## src/rtl/riscv_io_pkg.sv

```systemverilog
// riscv_io_pkg: shared address map, STATUS bit layout and UART FSM encoding for MEM-stage I/O.
package riscv_io_pkg;
    localparam logic [31:0] UART_BASE_ADDR = 32'h1000_0000;
    localparam logic [2:0]  TXDATA_OFS     = 3'h0;
    localparam logic [2:0]  STATUS_OFS     = 3'h4;
    localparam int ST_FULL    = 0;
    localparam int ST_EMPTY   = 1;
    localparam int ST_BUSY    = 2;
    localparam int ST_OVF     = 3;
    localparam int ST_CNT_LSB = 4;
    typedef enum logic [1:0] {IDLE, START, DATA, STOP} uart_state_t;
endpackage

```

## src/rtl/sync_fifo.sv

```systemverilog
// sync_fifo: single-clock FIFO with combinational head; a push into a full FIFO is accepted only alongside a pop.
module sync_fifo #(
    parameter int WIDTH = 8,
    parameter int DEPTH = 8
) (
    input  logic                     clk,
    input  logic                     rst_n,
    input  logic                     push,
    input  logic                     pop,
    input  logic [WIDTH-1:0]         din,
    output logic [WIDTH-1:0]         dout,
    output logic                     full,
    output logic                     empty,
    output logic [$clog2(DEPTH):0]   count
);
    localparam int AW = $clog2(DEPTH);
    localparam int CW = AW + 1;
    logic [WIDTH-1:0] mem [DEPTH];
    logic [AW-1:0] wr_ptr, rd_ptr;
    logic do_push, do_pop;
    assign do_pop  = pop && !empty;
    assign do_push = push && (!full || do_pop);
    assign full    = count == CW'(DEPTH);
    assign empty   = count == '0;
    assign dout    = mem[rd_ptr];
    always_ff @(posedge clk)
        if (do_push) mem[wr_ptr] <= din;
    always_ff @(posedge clk or negedge rst_n) begin
        if (!rst_n) begin
            wr_ptr <= '0;
            rd_ptr <= '0;
            count  <= '0;
        end else begin
            wr_ptr <= do_push ? wr_ptr + AW'(1) : wr_ptr;
            rd_ptr <= do_pop ? rd_ptr + AW'(1) : rd_ptr;
            count  <= count + CW'(do_push) - CW'(do_pop);
        end
    end
endmodule

```

## src/rtl/riscv_mmio_uart_tx.sv

```systemverilog
// riscv_mmio_uart_tx: MEM-stage memory-mapped 8N1 UART transmitter with TX FIFO and sticky overflow.
module riscv_mmio_uart_tx
    import riscv_io_pkg::*;
#(
    parameter logic [31:0] BASE_ADDR    = UART_BASE_ADDR,
    parameter int          CLKS_PER_BIT = 434,
    parameter int          FIFO_DEPTH   = 8
) (
    input  logic        clk,
    input  logic        rst_n,
    input  logic [31:0] ALU_result_M,
    input  logic [31:0] WriteData_M,
    input  logic        MemWrite_M,
    output logic        hit_M,
    output logic [31:0] ReadData_io,
    output logic        tx,
    output logic        busy
);
    localparam int BW = $clog2(CLKS_PER_BIT);
    localparam int CW = $clog2(FIFO_DEPTH) + 1;
    uart_state_t state, state_nxt;
    logic [BW-1:0] baud;
    logic [2:0] bit_cnt;
    logic [7:0] shreg, shreg_nxt, fifo_dout;
    logic [CW-1:0] count;
    logic [31:0] count_w, status;
    logic [3:0] cnt_sat;
    logic tick, push, pop, clr_ovf, is_status, full, empty, ovf, tx_nxt, busy_nxt, unused_bits;
    assign hit_M       = ALU_result_M[31:3] == BASE_ADDR[31:3];
    assign is_status   = {ALU_result_M[2], 2'b00} == STATUS_OFS;
    assign push        = MemWrite_M && hit_M && {ALU_result_M[2], 2'b00} == TXDATA_OFS;
    assign clr_ovf     = MemWrite_M && hit_M && is_status && WriteData_M[3];
    assign pop         = state == IDLE && !empty;
    assign tick        = baud == BW'(CLKS_PER_BIT - 1);
    assign unused_bits = ^{ALU_result_M[1:0], WriteData_M[31:8]};
    sync_fifo #(.WIDTH(8), .DEPTH(FIFO_DEPTH)) u_fifo (
        .clk(clk), .rst_n(rst_n), .push(push), .pop(pop), .din(WriteData_M[7:0]),
        .dout(fifo_dout), .full(full), .empty(empty), .count(count)
    );
    always_comb begin
        count_w = 32'(count);
        cnt_sat = count_w > 32'd15 ? 4'hF : count_w[3:0];
        status = '0;
        status[ST_FULL] = full;
        status[ST_EMPTY] = empty;
        status[ST_BUSY] = busy;
        status[ST_OVF] = ovf;
        status[ST_CNT_LSB +: 4] = cnt_sat;
        ReadData_io = (hit_M && is_status) ? status : '0;
    end
    always_ff @(posedge clk or negedge rst_n) begin
        if (!rst_n) begin
            state   <= IDLE;
            baud    <= '0;
            bit_cnt <= '0;
            shreg   <= '0;
            tx      <= 1'b1;
            busy    <= 1'b0;
            ovf     <= 1'b0;
        end else begin
            state   <= state_nxt;
            baud    <= (state == IDLE || tick) ? '0 : baud + BW'(1);
            bit_cnt <= state != DATA ? '0 : bit_cnt + 3'(tick);
            shreg   <= shreg_nxt;
            tx      <= tx_nxt;
            busy    <= busy_nxt;
            ovf     <= clr_ovf ? 1'b0 : (push && full && !pop) ? 1'b1 : ovf;
        end
    end
    always_comb begin
        state_nxt = state == IDLE  ? (empty ? IDLE : START) :
                    state == START ? (tick ? DATA : START) :
                    state == DATA  ? ((tick && bit_cnt == 3'd7) ? STOP : DATA) :
                                     (tick ? IDLE : STOP);
    end
    // tx is registered, so it follows the next-cycle shift register contents
    always_comb begin
        shreg_nxt = pop ? fifo_dout : (state == DATA && tick) ? shreg >> 1 : shreg;
        tx_nxt    = state_nxt == DATA ? shreg_nxt[0] : state_nxt != START;
        busy_nxt  = state_nxt != IDLE;
    end
endmodule

```

## config.mk

```make
export PLATFORM = sky130hd
export DESIGN_NAME = riscv_mmio_uart_tx
export DESIGN_NICKNAME = d
export VERILOG_FILES = /design/src/rtl/riscv_io_pkg.sv /design/src/rtl/sync_fifo.sv /design/src/rtl/riscv_mmio_uart_tx.sv
export SDC_FILE = /design/constraint.sdc
export NUM_CORES = 1
export LEC_CHECK = 0
export CORE_MARGIN = 10
export CORE_UTILIZATION = 30
export CTS_BUF_LIST = sky130_fd_sc_hd__clkbuf_8
export DETAILED_ROUTE_END_ITERATION = 6
export SLEW_MARGIN = 20
export SYNTH_ARGS = -nofsm -noshare
export SYNTH_HDL_FRONTEND = slang
export SYNTH_SLANG_ARGS = --single-unit
```

## constraint.sdc

```tcl
create_clock -name clk -period 2.59 [get_ports clk]
set_input_delay 0.518 -clock clk [delete_from_list [all_inputs] [get_ports clk]]
set_output_delay 0.518 -clock clk [all_outputs]
set_load 0.03 [all_outputs]
```

==> results.txt, run 1 <==
status = complete, no violations
fin nets = 476
dpl cells = 571
vias in the first global route = 2845
ys async rst share = 0.3535
Seq/Total Area, Yosys = 0.6001
cell area power density = 499.9 nW/um^2
clk root buf = clkbuf_8
Cell variety after synth = 51
final hold viol count = 0
unrepaired setup endpoints after global routing = no
Buf/Inv on CP = 3
worst min path class = register to register
antenna violations before repair = 0
final std cells w/o fill = 588
Vias per Instance = 4.553
Reg clk slew, reported paths = 90 ps
combinational share of power = 0.052
CP Data Required Time = 2070 ps
Final min period = 2514 ps
TritonCTS clock tree = yes
Final TNS setup = 0 ps
htree depth = 3
Post-Syn Area = 4664 um^2
largest net degree at the start of global routing = 36
clock network fraction of design power = 0.372
first-pass GRT wire length = 14930 um
CTS Buf Count = 9
1st-pass router iterations = 4
Core Region = 15200 um^2
Tcrit/Tclk final = 0.9708
DRT antenna net count = 0
HP Start = baud[0]$_DFF_PN0_
Worst VDD drop = 389.6 uV
dpl hpwl = 6790 um
CTS sink count = 99
switching power total = 0.0006282 W
Yosys reg bits = 99
critical path arrival = 2000 ps
residual DRC count = 0
startpoint type of the worst setup path = primary input
critical path fanouts, max = 7
sequential power share = 0.577
CP Launch Point = ALU_result_M[24]
internal cell power = 0.002290 W
clk_skew = 8.574 ps
GRT overflow = 0
Finished Core Util = 0.3840
fill cell count = 1444
Area Overhead vs Synth = 25.16%
Die Height = 144.7 um
Avg Inst Size Synth = 14.67 um^2
setup violators final = 0
CP Class = primary input to primary output
hold buffer count at CTS = 0
Switching Fraction = 0.2152
vias post-DR = 2677
die width = 144.7 um
Slowest cell on crit path = clkdlybuf4s50_1
die area = 20940 um^2
Main synth FF type = edfxtp_1
CP cell instances = clkdlybuf4s50_1 -> nor4_4 -> nand4_4 -> buf_8 -> nor4_1 -> buf_4
WL/cell = 15.94 um
Final Wtd Congestion = 0.7270
Total GRT Usage = 0.09293
CP peak stage delay = 440 ps
FF-to-FF Start = u_fifo.count[3]$_DFF_PN0_
crit-path leading delay family = buffers and inverters
CP endpoint kind = primary output
Design Power = 0.002919 W
EDFF count, synth = 64
I/O Buffers = 51
Worst-Skew Late Latency = 360 ps
final instance area = 5838 um^2
layout cells sized above 1 = 0.2400
fin. max-slew vios = 0
Leakage Power = 2.393 nW
Ports = 102
Starting Density = 0.3068
Max Freq = 0.3977 GHz
Diodes inserted = 0
DRT Wirelength = 9374 um
placed cell area = 5459 um^2
cell count after synthesis = 318
Clock Tree Buf Depth = 2
Slew headroom = 0.6223
row count = 45
Slew @ Worst Pin = 566.5 ps
1st-iter DRT viols = 155
warnings from Yosys = 0
max-cap check violation count = 0
[synthesized netlist by cell type, drive strengths merged, types with 2 or more instances]
master | count | area (um^2)
mux4 | 16 | 360.4
nor3 | 8 | 45.04
clkbuf | 3 | 12.51
inv | 15 | 56.30
ha | 12 | 150.1
o21ai | 5 | 28.77
a211oi | 6 | 45.04
nor2 | 17 | 63.81
nand2 | 6 | 22.52
a21oi | 10 | 50.05
edfxtp | 64 | 1922
nor2b | 7 | 43.79
mux2i | 9 | 90.09
a31oi | 3 | 18.77
or3b | 3 | 26.28
nand4 | 4 | 37.53
nand3 | 7 | 45.04
and3 | 2 | 12.51
and4b | 4 | 40.04
nor3b | 2 | 15.01
xnor2 | 10 | 87.58
a21o | 2 | 15.01
buf | 33 | 249.0
xor2 | 5 | 43.79
and4bb | 3 | 37.53
nor4 | 12 | 138.9
and2 | 5 | 31.28
dfrtp | 34 | 850.8
[through the flow]
stage / setup slack, ps / hold WS (ps)
6_report: 75.56 / 525.5
5_1_grt: 2.715 / 560.6
4_1_cts: -2.520 / 538.3
3_5_place_dp: -178.4 / 524.5
3_3_place_gp: -168.7 / 500.6
2_1_floorplan: -9.739 / 222.4
[registers in the layout, summed over array words and instances (netlist names)]
register / cells
u_fifo.mem: 64
baud: 9
shreg: 8
u_fifo.count: 4
bit_cnt: 3
u_fifo.rd_ptr: 3
u_fifo.wr_ptr: 3
state: 2
busy: 1
ovf: 1
tx: 1
[path summary, 6_finish.rpt]
kind	end	slack [ps]	depth (start not counted)
worst min-delay path	baud[0]$_DFF_PN0_	530	1
worst max-delay path	ReadData_io[6]	80	6
worst max register to register	u_fifo.count[2]$_DFF_PN0_	280	10
min in group asynchronous	u_fifo.count[2]$_DFF_PN0_	580	2
max in group asynchronous	tx$_DFF_PN1_	1660	2
worst min register to register	baud[0]$_DFF_PN0_	530	1
[power by group through the flow]
stage               Sequential, W  Clock (W)  Combinational [W]
finish                    0.00168    0.00108           0.000151
global route              0.00168    0.00119           0.000162
CTS                       0.00168    0.00113           0.000152
detailed placement        0.00172          0           0.000150
global placement          0.00172          0           0.000146
floorplan                 0.00172          0          0.0000824
[final cells by class]
type | instances | area (um^2) | area share
clock buffer | 9 | 123.9 | 0.02122
clock inverter | 6 | 95.09 | 0.01629
inverter | 15 | 56.30 | 0.009644
multi-input combinational | 191 | 1743 | 0.2985
sequential | 99 | 2799 | 0.4794
tap | 188 | 235.2 | 0.04029
timing repair buffer | 80 | 785.8 | 0.1346
[what timing repair did]
item                                    in CTS  in global routing
resized for setup                           17                 22
buffers inserted                             1                  1
endpoints found under the setup margin       8                  9
pin swaps                                    7                 10
[cells in the final DEF (no fill, tap or decap), types with 3 or more instances in the layout]
cell type        instances
buf_4                   31
inv_6                    3
xnor2_1                 10
nand2_1                  6
clkdlybuf4s50_1         25
a21oi_1                 10
nor2b_1                  7
and2_1                   5
mux2i_1                  9
nand3_1                  5
mux4_2                  16
dfrtp_1                 34
nor4_4                   7
buf_6                    3
a211oi_1                 6
xor2_1                   5
inv_2                    3
nor3_2                   3
nor4_2                   4
and4b_1                  4
edfxtp_1                64
a31oi_1                  3
dlymetal6s2s_1          12
clkbuf_8                 9
buf_12                   3
nor2_1                  17
dlygate4sd2_1            5
conb_1                  24
o21ai_0                  3
nor3_1                   5
inv_1                   12
ha_1                    11
[kinds of logic after synthesis]
family,count (synthesis),synth area share
compound gates,29,0.03916
xor+xnor,15,0.02816
fa+ha+maj,13,0.03648
buf+inv,51,0.06813
flops,99,0.6001
mux,26,0.09898
other cells,1,0.0008039
simple gates,84,0.1282
[layer usage]
layer  GRT usage  wire length [um]  vias to the layer above
met5           0                 0                        -
met4     0.02287                38                        0
met3     0.02608               466                        5
met2      0.1667              4981                       48
met1      0.1065              3888                     1324
li1            -                 -                     1300
Note: power is estimated with default switching activity, not from simulation.
==> run 2: changes to the inputs <==
--- a/config.mk
+++ b/config.mk
@@ -6,9 +6,10 @@
 export NUM_CORES = 1
 export LEC_CHECK = 0
 export CORE_MARGIN = 10
-export CORE_UTILIZATION = 30
+export CORE_UTILIZATION = 52
 export CTS_BUF_LIST = sky130_fd_sc_hd__clkbuf_8
 export DETAILED_ROUTE_END_ITERATION = 6
+export PLACE_DENSITY = 0.82
 export SLEW_MARGIN = 20
 export SYNTH_ARGS = -nofsm -noshare
 export SYNTH_HDL_FRONTEND = slang
==> results.txt, run 2 (synthesis results as in run 1) <==
Area Overhead vs Synth = 23.90%
Clock Tree Buf Depth = 2 (unchanged)
Worst VDD drop = 391.6 uV (+0.53%)
vias in the first global route = 2860 (+0.53%)
clk root buf = clkbuf_8
setup violators final = 0 (unchanged)
Tcrit/Tclk final = 0.9961 (+0.02528)
critical path arrival = 2060 ps (+60 ps)
1st-pass router iterations = 4 (unchanged)
Leakage Power = 2.428 nW (+1.5%)
Total GRT Usage = 0.1439 (+0.05097)
layout cells sized above 1 = 0.2393 (-0.0007053)
CP peak stage delay = 460 ps (+20 ps)
Reg clk slew, reported paths = 100 ps (about the same)
HP Start = baud[0]$_DFF_PN0_
Ports = 102 (unchanged)
htree depth = 3 (unchanged)
max-cap check violation count = 0 (unchanged)
Core Region = 8721 um^2 (-43%)
antenna violations before repair = 0 (unchanged)
first-pass GRT wire length = 14870 um (-0.42%)
largest net degree at the start of global routing = 36 (unchanged)
CP Launch Point = ALU_result_M[7]
max reg flops = 64 (unchanged)
most frequent cells in the layout = edfxtp_1 (64), dfrtp_1 (34), conb_1 (24), clkdlybuf4s50_1 (23), buf_4 (21)
fin nets = 472 (-0.84%)
worst r2r path cells = 10 (unchanged)
Diodes inserted = 0 (unchanged)
CTS sink count = 99 (unchanged)
critical path fanouts, max = 7 (unchanged)
WL/cell = 19.46 um (+22%)
Worst-Skew Late Latency = 370 ps (about the same)
fin. max-slew vios = 0 (unchanged)
biggest regs = u_fifo.mem x64, baud x9, shreg x8
placed cell area = 5326 um^2 (-2.4%)
CP Class = primary input to primary output
GRT overflow = 0 (unchanged)
final std cells w/o fill = 505 (-14%)
status = complete, no violations
clk_skew = 12.63 ps (+4.055 ps)
final instance area = 5779 um^2 (-1.0%)
vias post-DR = 2798 (+4.5%)
hold buffer count at CTS = 0 (unchanged)
hold endpoint = baud[0]$_DFF_PN0_
CP cell instances = clkdlybuf4s50_1 -> nor4_4 -> nand4_1 -> buf_6 -> nor4_4 -> buf_6
die area = 13160 um^2 (-37%)
Starting Density = 0.5349 (+0.2280)
FF-to-FF Start = u_fifo.count[2]$_DFF_PN0_
final hold viol count = 0 (unchanged)
TritonCTS clock tree = yes
row count = 34 (-24%)
Slew headroom = 0.5847 (-0.03761)
dpl cells = 485 (-15%)
DRT Wirelength = 9827 um (+4.8%)
Final min period = 2580 ps (+65.47 ps)
fill cell count = 602 (-58%)
1st-iter DRT viols = 153 (-1.3%)
cell area power density = 487.5 nW/um^2 (-2.5%)
Die Height = 114.7 um (-21%)
Hold Crit Depth = 1 (unchanged)
CTS Buf Count = 9 (unchanged)
Vias per Instance = 5.541 (+22%)
Max Freq = 0.3876 GHz (-2.5%)
DRT antenna net count = 0 (unchanged)
Final Wtd Congestion = 0.7881 (+8.4%)
FF-to-FF End = u_fifo.count[2]$_DFF_PN0_
worst min path class = register to register
startpoint type of the worst setup path = primary input
CP endpoint kind = primary output
dpl hpwl = 6677 um (-1.7%)
Slowest cell on crit path = clkdlybuf4s50_1
residual DRC count = 0 (unchanged)
Top reg by flops = u_fifo.mem
commonest non-fill, non-tap cell in the layout = edfxtp_1
CP Data Required Time = 2070 ps (about the same)
Slew @ Worst Pin = 622.2 ps (+55.73 ps)
die width = 114.7 um (-21%)
I/O Buffers = 51 (unchanged)
reg2reg setup slack = 140 ps (-140 ps)
-- run 2: changes by cell type in the layout (fill, tap and decap cells not counted), sizes merged --
cell           delta
clkinv            +1
dlygate4sd2       -4
clkdlybuf4s50     -2
bufinv            -2
buf               -4
inv               +2
dlymetal6s2s      +6
-- run 2: worst max-delay path, delay by kind of cell --
| kind | cells | cell delay, ps |
|---|---|---|
| buf+inv | 3 | 860 |
| simple gates | 3 | 690 |
-- run 2: how the worst max path moves through the flow --
stage | end | slack [ps]
2_1_floorplan | ReadData_io[1] | -10
3_3_place_gp | u_fifo.mem[6][4]$_DFFE_PP_ | -100
3_5_place_dp | u_fifo.mem[6][4]$_DFFE_PP_ | -160
4_1_cts | ReadData_io[7] | -30
5_1_grt | ReadData_io[6] | -70
6_report | ReadData_io[6] | 10
-- run 2: where the power goes --
part | switching (W) | leakage, nW | internal [W]
Clock | 0.000592 | 0.104 | 0.000386
Sequential | 0.00000000150 | 1.00 | 0.00168
Combinational | 0.0000991 | 1.32 | 0.0000575
-- run 2: area by class of cell --
class | count | area, um^2 | area share
flip-flops and latches | 99 | 2799 | 0.4843
multi-input cells | 191 | 1783 | 0.3085
repair buffers | 76 | 807.0 | 0.1396
well taps | 108 | 135.1 | 0.02338
clock buffers | 9 | 123.9 | 0.02143
clock inverters | 7 | 75.07 | 0.01299
inverters | 15 | 56.30 | 0.009742
-- run 2: layer usage --
layer	share of wire	global-route usage	vias up
li1	-	-	1298
met5	0	0	-
met1	0.38	0.1601	1405
met3	0.055	0.03669	20
met2	0.54	0.2597	75
met4	0.024	0.05116	0
-- run 2: metrics by stage --
step / worst slack [ps] / total power [W] / hold WS, ps / util / setup TNS (ps)
2_1_floorplan: -9.739 / 0.001801 / 222.4 / - / -48.69
3_3_place_gp: -98.96 / 0.001861 / 495.4 / 0.6108 / -4476
4_1_cts: -31.86 / 0.002832 / 528.9 / 0.6385 / -99.14
3_5_place_dp: -164.0 / 0.001866 / 518.3 / 0.6108 / -8808
5_1_grt: -70.40 / 0.002911 / 560.2 / 0.6627 / -161.4
6_report: 10.09 / 0.002818 / 526.9 / 0.6627 / 0
-- run 2: repair_timing --
action	in CTS	in global routing
pin swaps	2	12
gates resized for setup	8	44
endpoints found under the setup margin	8	9
buffers inserted	2	2
==> run 3: changes to the inputs <==
--- a/config.mk
+++ b/config.mk
@@ -5,11 +5,12 @@
 export SDC_FILE = /design/constraint.sdc
 export NUM_CORES = 1
 export LEC_CHECK = 0
+export ABC_AREA = 1
 export CORE_MARGIN = 10
-export CORE_UTILIZATION = 52
+export CORE_UTILIZATION = 53
 export CTS_BUF_LIST = sky130_fd_sc_hd__clkbuf_8
 export DETAILED_ROUTE_END_ITERATION = 6
-export PLACE_DENSITY = 0.82
+export PLACE_DENSITY = 0.83
 export SLEW_MARGIN = 20
 export SYNTH_ARGS = -nofsm -noshare
 export SYNTH_HDL_FRONTEND = slang
==> results.txt, run 3 <==
Ports = 102 (unchanged)
die area = 13370 um^2 (+1.6%)
CTS Buf Count = 9 (unchanged)
hold endpoint = baud[0]$_DFF_PN0_
ys async rst share = 0.3535 (unchanged)
worst min path class = register to register
max reg flops = 64 (unchanged)
final hold viol count = 0 (unchanged)
GRT overflow = 0 (unchanged)
Core Region = 8806 um^2 (+0.98%)
DRT Wirelength = 9896 um (+0.70%)
Slowest cell on crit path = clkdlybuf4s50_1
dpl hpwl = 6958 um (+4.2%)
Clock Tree Buf Depth = 2 (unchanged)
status = complete, no violations
Die Height = 115.6 um (+0.82%)
Worst-Skew Late Latency = 360 ps (about the same)
htree depth = 3 (unchanged)
Starting Density = 0.5506 (+0.01572)
Yosys reg bits = 99 (unchanged)
startpoint type of the worst setup path = primary input
FF-to-FF End = u_fifo.count[2]$_DFF_PN0_
biggest regs = u_fifo.mem x64, baud x9, shreg x8
Design Power = 0.002966 W (+5.3%)
CP cell instances = clkdlybuf4s50_1 -> nor2_1 -> nand2_1 -> nor2_1 -> nand2_1 -> nor2_4 -> nand2_4 -> nor2_1 -> buf_4
layout cells sized above 1 = 0.1051 (-0.1342)
Final min period = 2413 ps (-167.0 ps)
Tcrit/Tclk final = 0.9316 (-0.06449)
max-cap check violation count = 0 (unchanged)
Post-Synth Simple-Gate Area = 0.2578 (+0.1296)
worst r2r path cells = 10 (unchanged)
Max Freq = 0.4144 GHz (+6.9%)
I/O Buffers = 51 (unchanged)
Final TNS setup = 0 ps (unchanged)
largest net degree at the start of global routing = 36 (unchanged)
Avg Inst Size Synth = 9.582 um^2 (-35%)
XOR/XNOR Fraction of Synth Area = 0.009032 (-0.01913)
unrepaired setup endpoints after global routing = no
Synth top cells by count = nand2_1 (112), nand3_1 (69), edfxtp_1 (64)
Final Wtd Congestion = 0.7903 (+0.28%)
WL/cell = 14.57 um (-25%)
Hold Crit Depth = 1 (unchanged)
hold buffer count at CTS = 0 (unchanged)
Reg clk slew, reported paths = 90 ps (about the same)
warnings from Yosys = 0 (unchanged)
CP endpoint kind = primary output
crit-path leading delay family = simple AND/OR/NAND/NOR gates
Post-Syn Area = 4848 um^2 (+3.9%)
clk_skew = 12.60 ps (-0.03050 ps)
residual DRC count = 0 (unchanged)
Synth Area in Compound Gates = 0.02323 (-0.01594)
CP peak stage delay = 420 ps (-40 ps)
antenna violations before repair = 0 (unchanged)
vias post-DR = 3482 (+24%)
cell count after synthesis = 506 (+59%)
most frequent cells in the layout = nand2_1 (112), nand3_1 (69), edfxtp_1 (64), nor2_1 (61), inv_1 (47)
Main synth FF type = edfxtp_1
Total GRT Usage = 0.1514 (+0.007457)
Top reg by flops = u_fifo.mem
top-count cell post-synth = nand2_1
reg2reg setup slack = 360 ps (+220 ps)
fin. max-slew vios = 0 (unchanged)
die width = 115.6 um (+0.82%)
1st-iter DRT viols = 232 (+52%)
Finished Core Util = 0.6385 (-0.02416)
DRT antenna net count = 0 (unchanged)
EDFF count, synth = 64 (unchanged)
Area Overhead vs Synth = 15.97%
Critical Path Most Common Cell = nor2_1
CP Data Required Time = 2070 ps (about the same)
row count = 34 (unchanged)
largest area contributor in the netlist = edfxtp_1
1st-pass router iterations = 4 (unchanged)
Diodes inserted = 0 (unchanged)
largest family of logic cells by synthesized area = simple AND/OR/NAND/NOR gates
vias in the first global route = 3310 (+16%)
commonest non-fill, non-tap cell in the layout = nand2_1
Cell variety after synth = 33 (-35%)
CTS sink count = 99 (unchanged)
Seq/Total Area, Yosys = 0.5773 (-0.02276)
Leakage Power = 2.419 nW (-0.36%)
HP Start = baud[0]$_DFF_PN0_
Slew @ Worst Pin = 556.3 ps (-65.93 ps)
critical path arrival = 1890 ps (-170 ps)
FF-to-FF Start = u_fifo.count[2]$_DFF_PN0_
first-pass GRT wire length = 15900 um (+6.9%)
TritonCTS clock tree = yes
Post-Synth Adder-Cell Area = 0.03510 (-0.001384)
top post-synthesis cells by area = edfxtp_1 (40%), dfrtp_1 (18%), nand2_1 (8.7%), nand3_1 (7.1%), nor2_1 (4.7%)
fin nets = 646 (+37%)
Vias per Instance = 5.128 (-7.4%)
proportion of synthesized area in mux cells = 0 (-0.09898)
setup violators final = 0 (unchanged)
clk root buf = clkbuf_8
critical path fanouts, max = 9 (+2)
cell area power density = 527.4 nW/um^2 (+8.2%)
Worst VDD drop = 477.9 uV (+22%)
CP Class = primary input to primary output
Slew headroom = 0.6287 (+0.04400)
Buf/Inv on CP = 2 (-1)
share of the synthesized area in the top cell type = 0.3964 (-0.01563)
## run 3: cell count changes after synthesis, moves of 7 or more
| cell | delta |
|---|---|
| nand2_1 | +106 |
| nand3_1 | +64 |
| nor2_1 | +44 |
| inv_1 | +32 |
| mux4_2 | -16 |
| mux2i_1 | -9 |
| xnor2_1 | -8 |
| nand4_1 | +7 |
| nor2b_1 | -7 |
| o21ai_0 | +7 |
## run 3: cells by family (layout without fill, tap and decap cells)
group,count (synthesis),count (layout)
xor+xnor,5,5
simple gates,277,277
other cells,1,24
flops,99,99
fa+ha+maj,13,13
buf+inv,91,133
compound gates,20,20
## run 3: worst max path at each step
stage / start / end / slack [ps] / depth (start not counted)
floorplan: ALU_result_M[16] / ReadData_io[0] / 390 / 7
global placement: ALU_result_M[16] / u_fifo.count[1]$_DFF_PN0_ / 180 / 10
detailed placement: ALU_result_M[12] / ReadData_io[1] / 140 / 9
CTS: ALU_result_M[12] / ReadData_io[1] / 140 / 9
global route: ALU_result_M[18] / ReadData_io[1] / 10 / 9
finish: ALU_result_M[12] / ReadData_io[1] / 180 / 9
## run 3: per-layer routing
layer / routed length [um] / GRT usage
met1: 3897 / 0.1682
met2: 5308 / 0.2815
met3: 635 / 0.03152
met4: 55 / 0.05088
met5: 0 / 0
## run 3: repair_timing
item | 4_1_cts | 5_1_grt
gates resized for setup | 0 | 1
buffers inserted | 0 | 0
endpoints found under the hold margin | 0 | 0
endpoints found under the setup margin | 0 | 4
## run 3: report_power, final
part	switching (W)	internal, W	total, W
logic	0.0000988	0.0000659	0.000165
registers	0.000000500	0.00168	0.00168
clock network	0.000554	0.000563	0.00112
## run 3: final cells by class
type / count / area, um^2
fill: 663 / 3183
clock buffer: 9 / 123.9
timing repair buffer: 64 / 585.6
sequential: 99 / 2799
tap: 108 / 135.1
multi-input combinational: 339 / 1672
clock inverter: 7 / 108.9
inverter: 53 / 198.9
## run 3: metrics by stage
| step | hold slack [ps] | area (um^2) | std cells | worst slack (ps) |
|---|---|---|---|---|
| after floorplan | 222.4 | 4935 | 529 | 388.7 |
| after global placement | 478.9 | 5385 | 663 | 181.6 |
| after detailed placement | 498.9 | 5385 | 663 | 140.7 |
| after CTS | 518.8 | 5618 | 679 | 136.6 |
| after global routing | 532.6 | 5623 | 679 | 12.89 |
| final | 510.8 | 5623 | 679 | 177.1 |
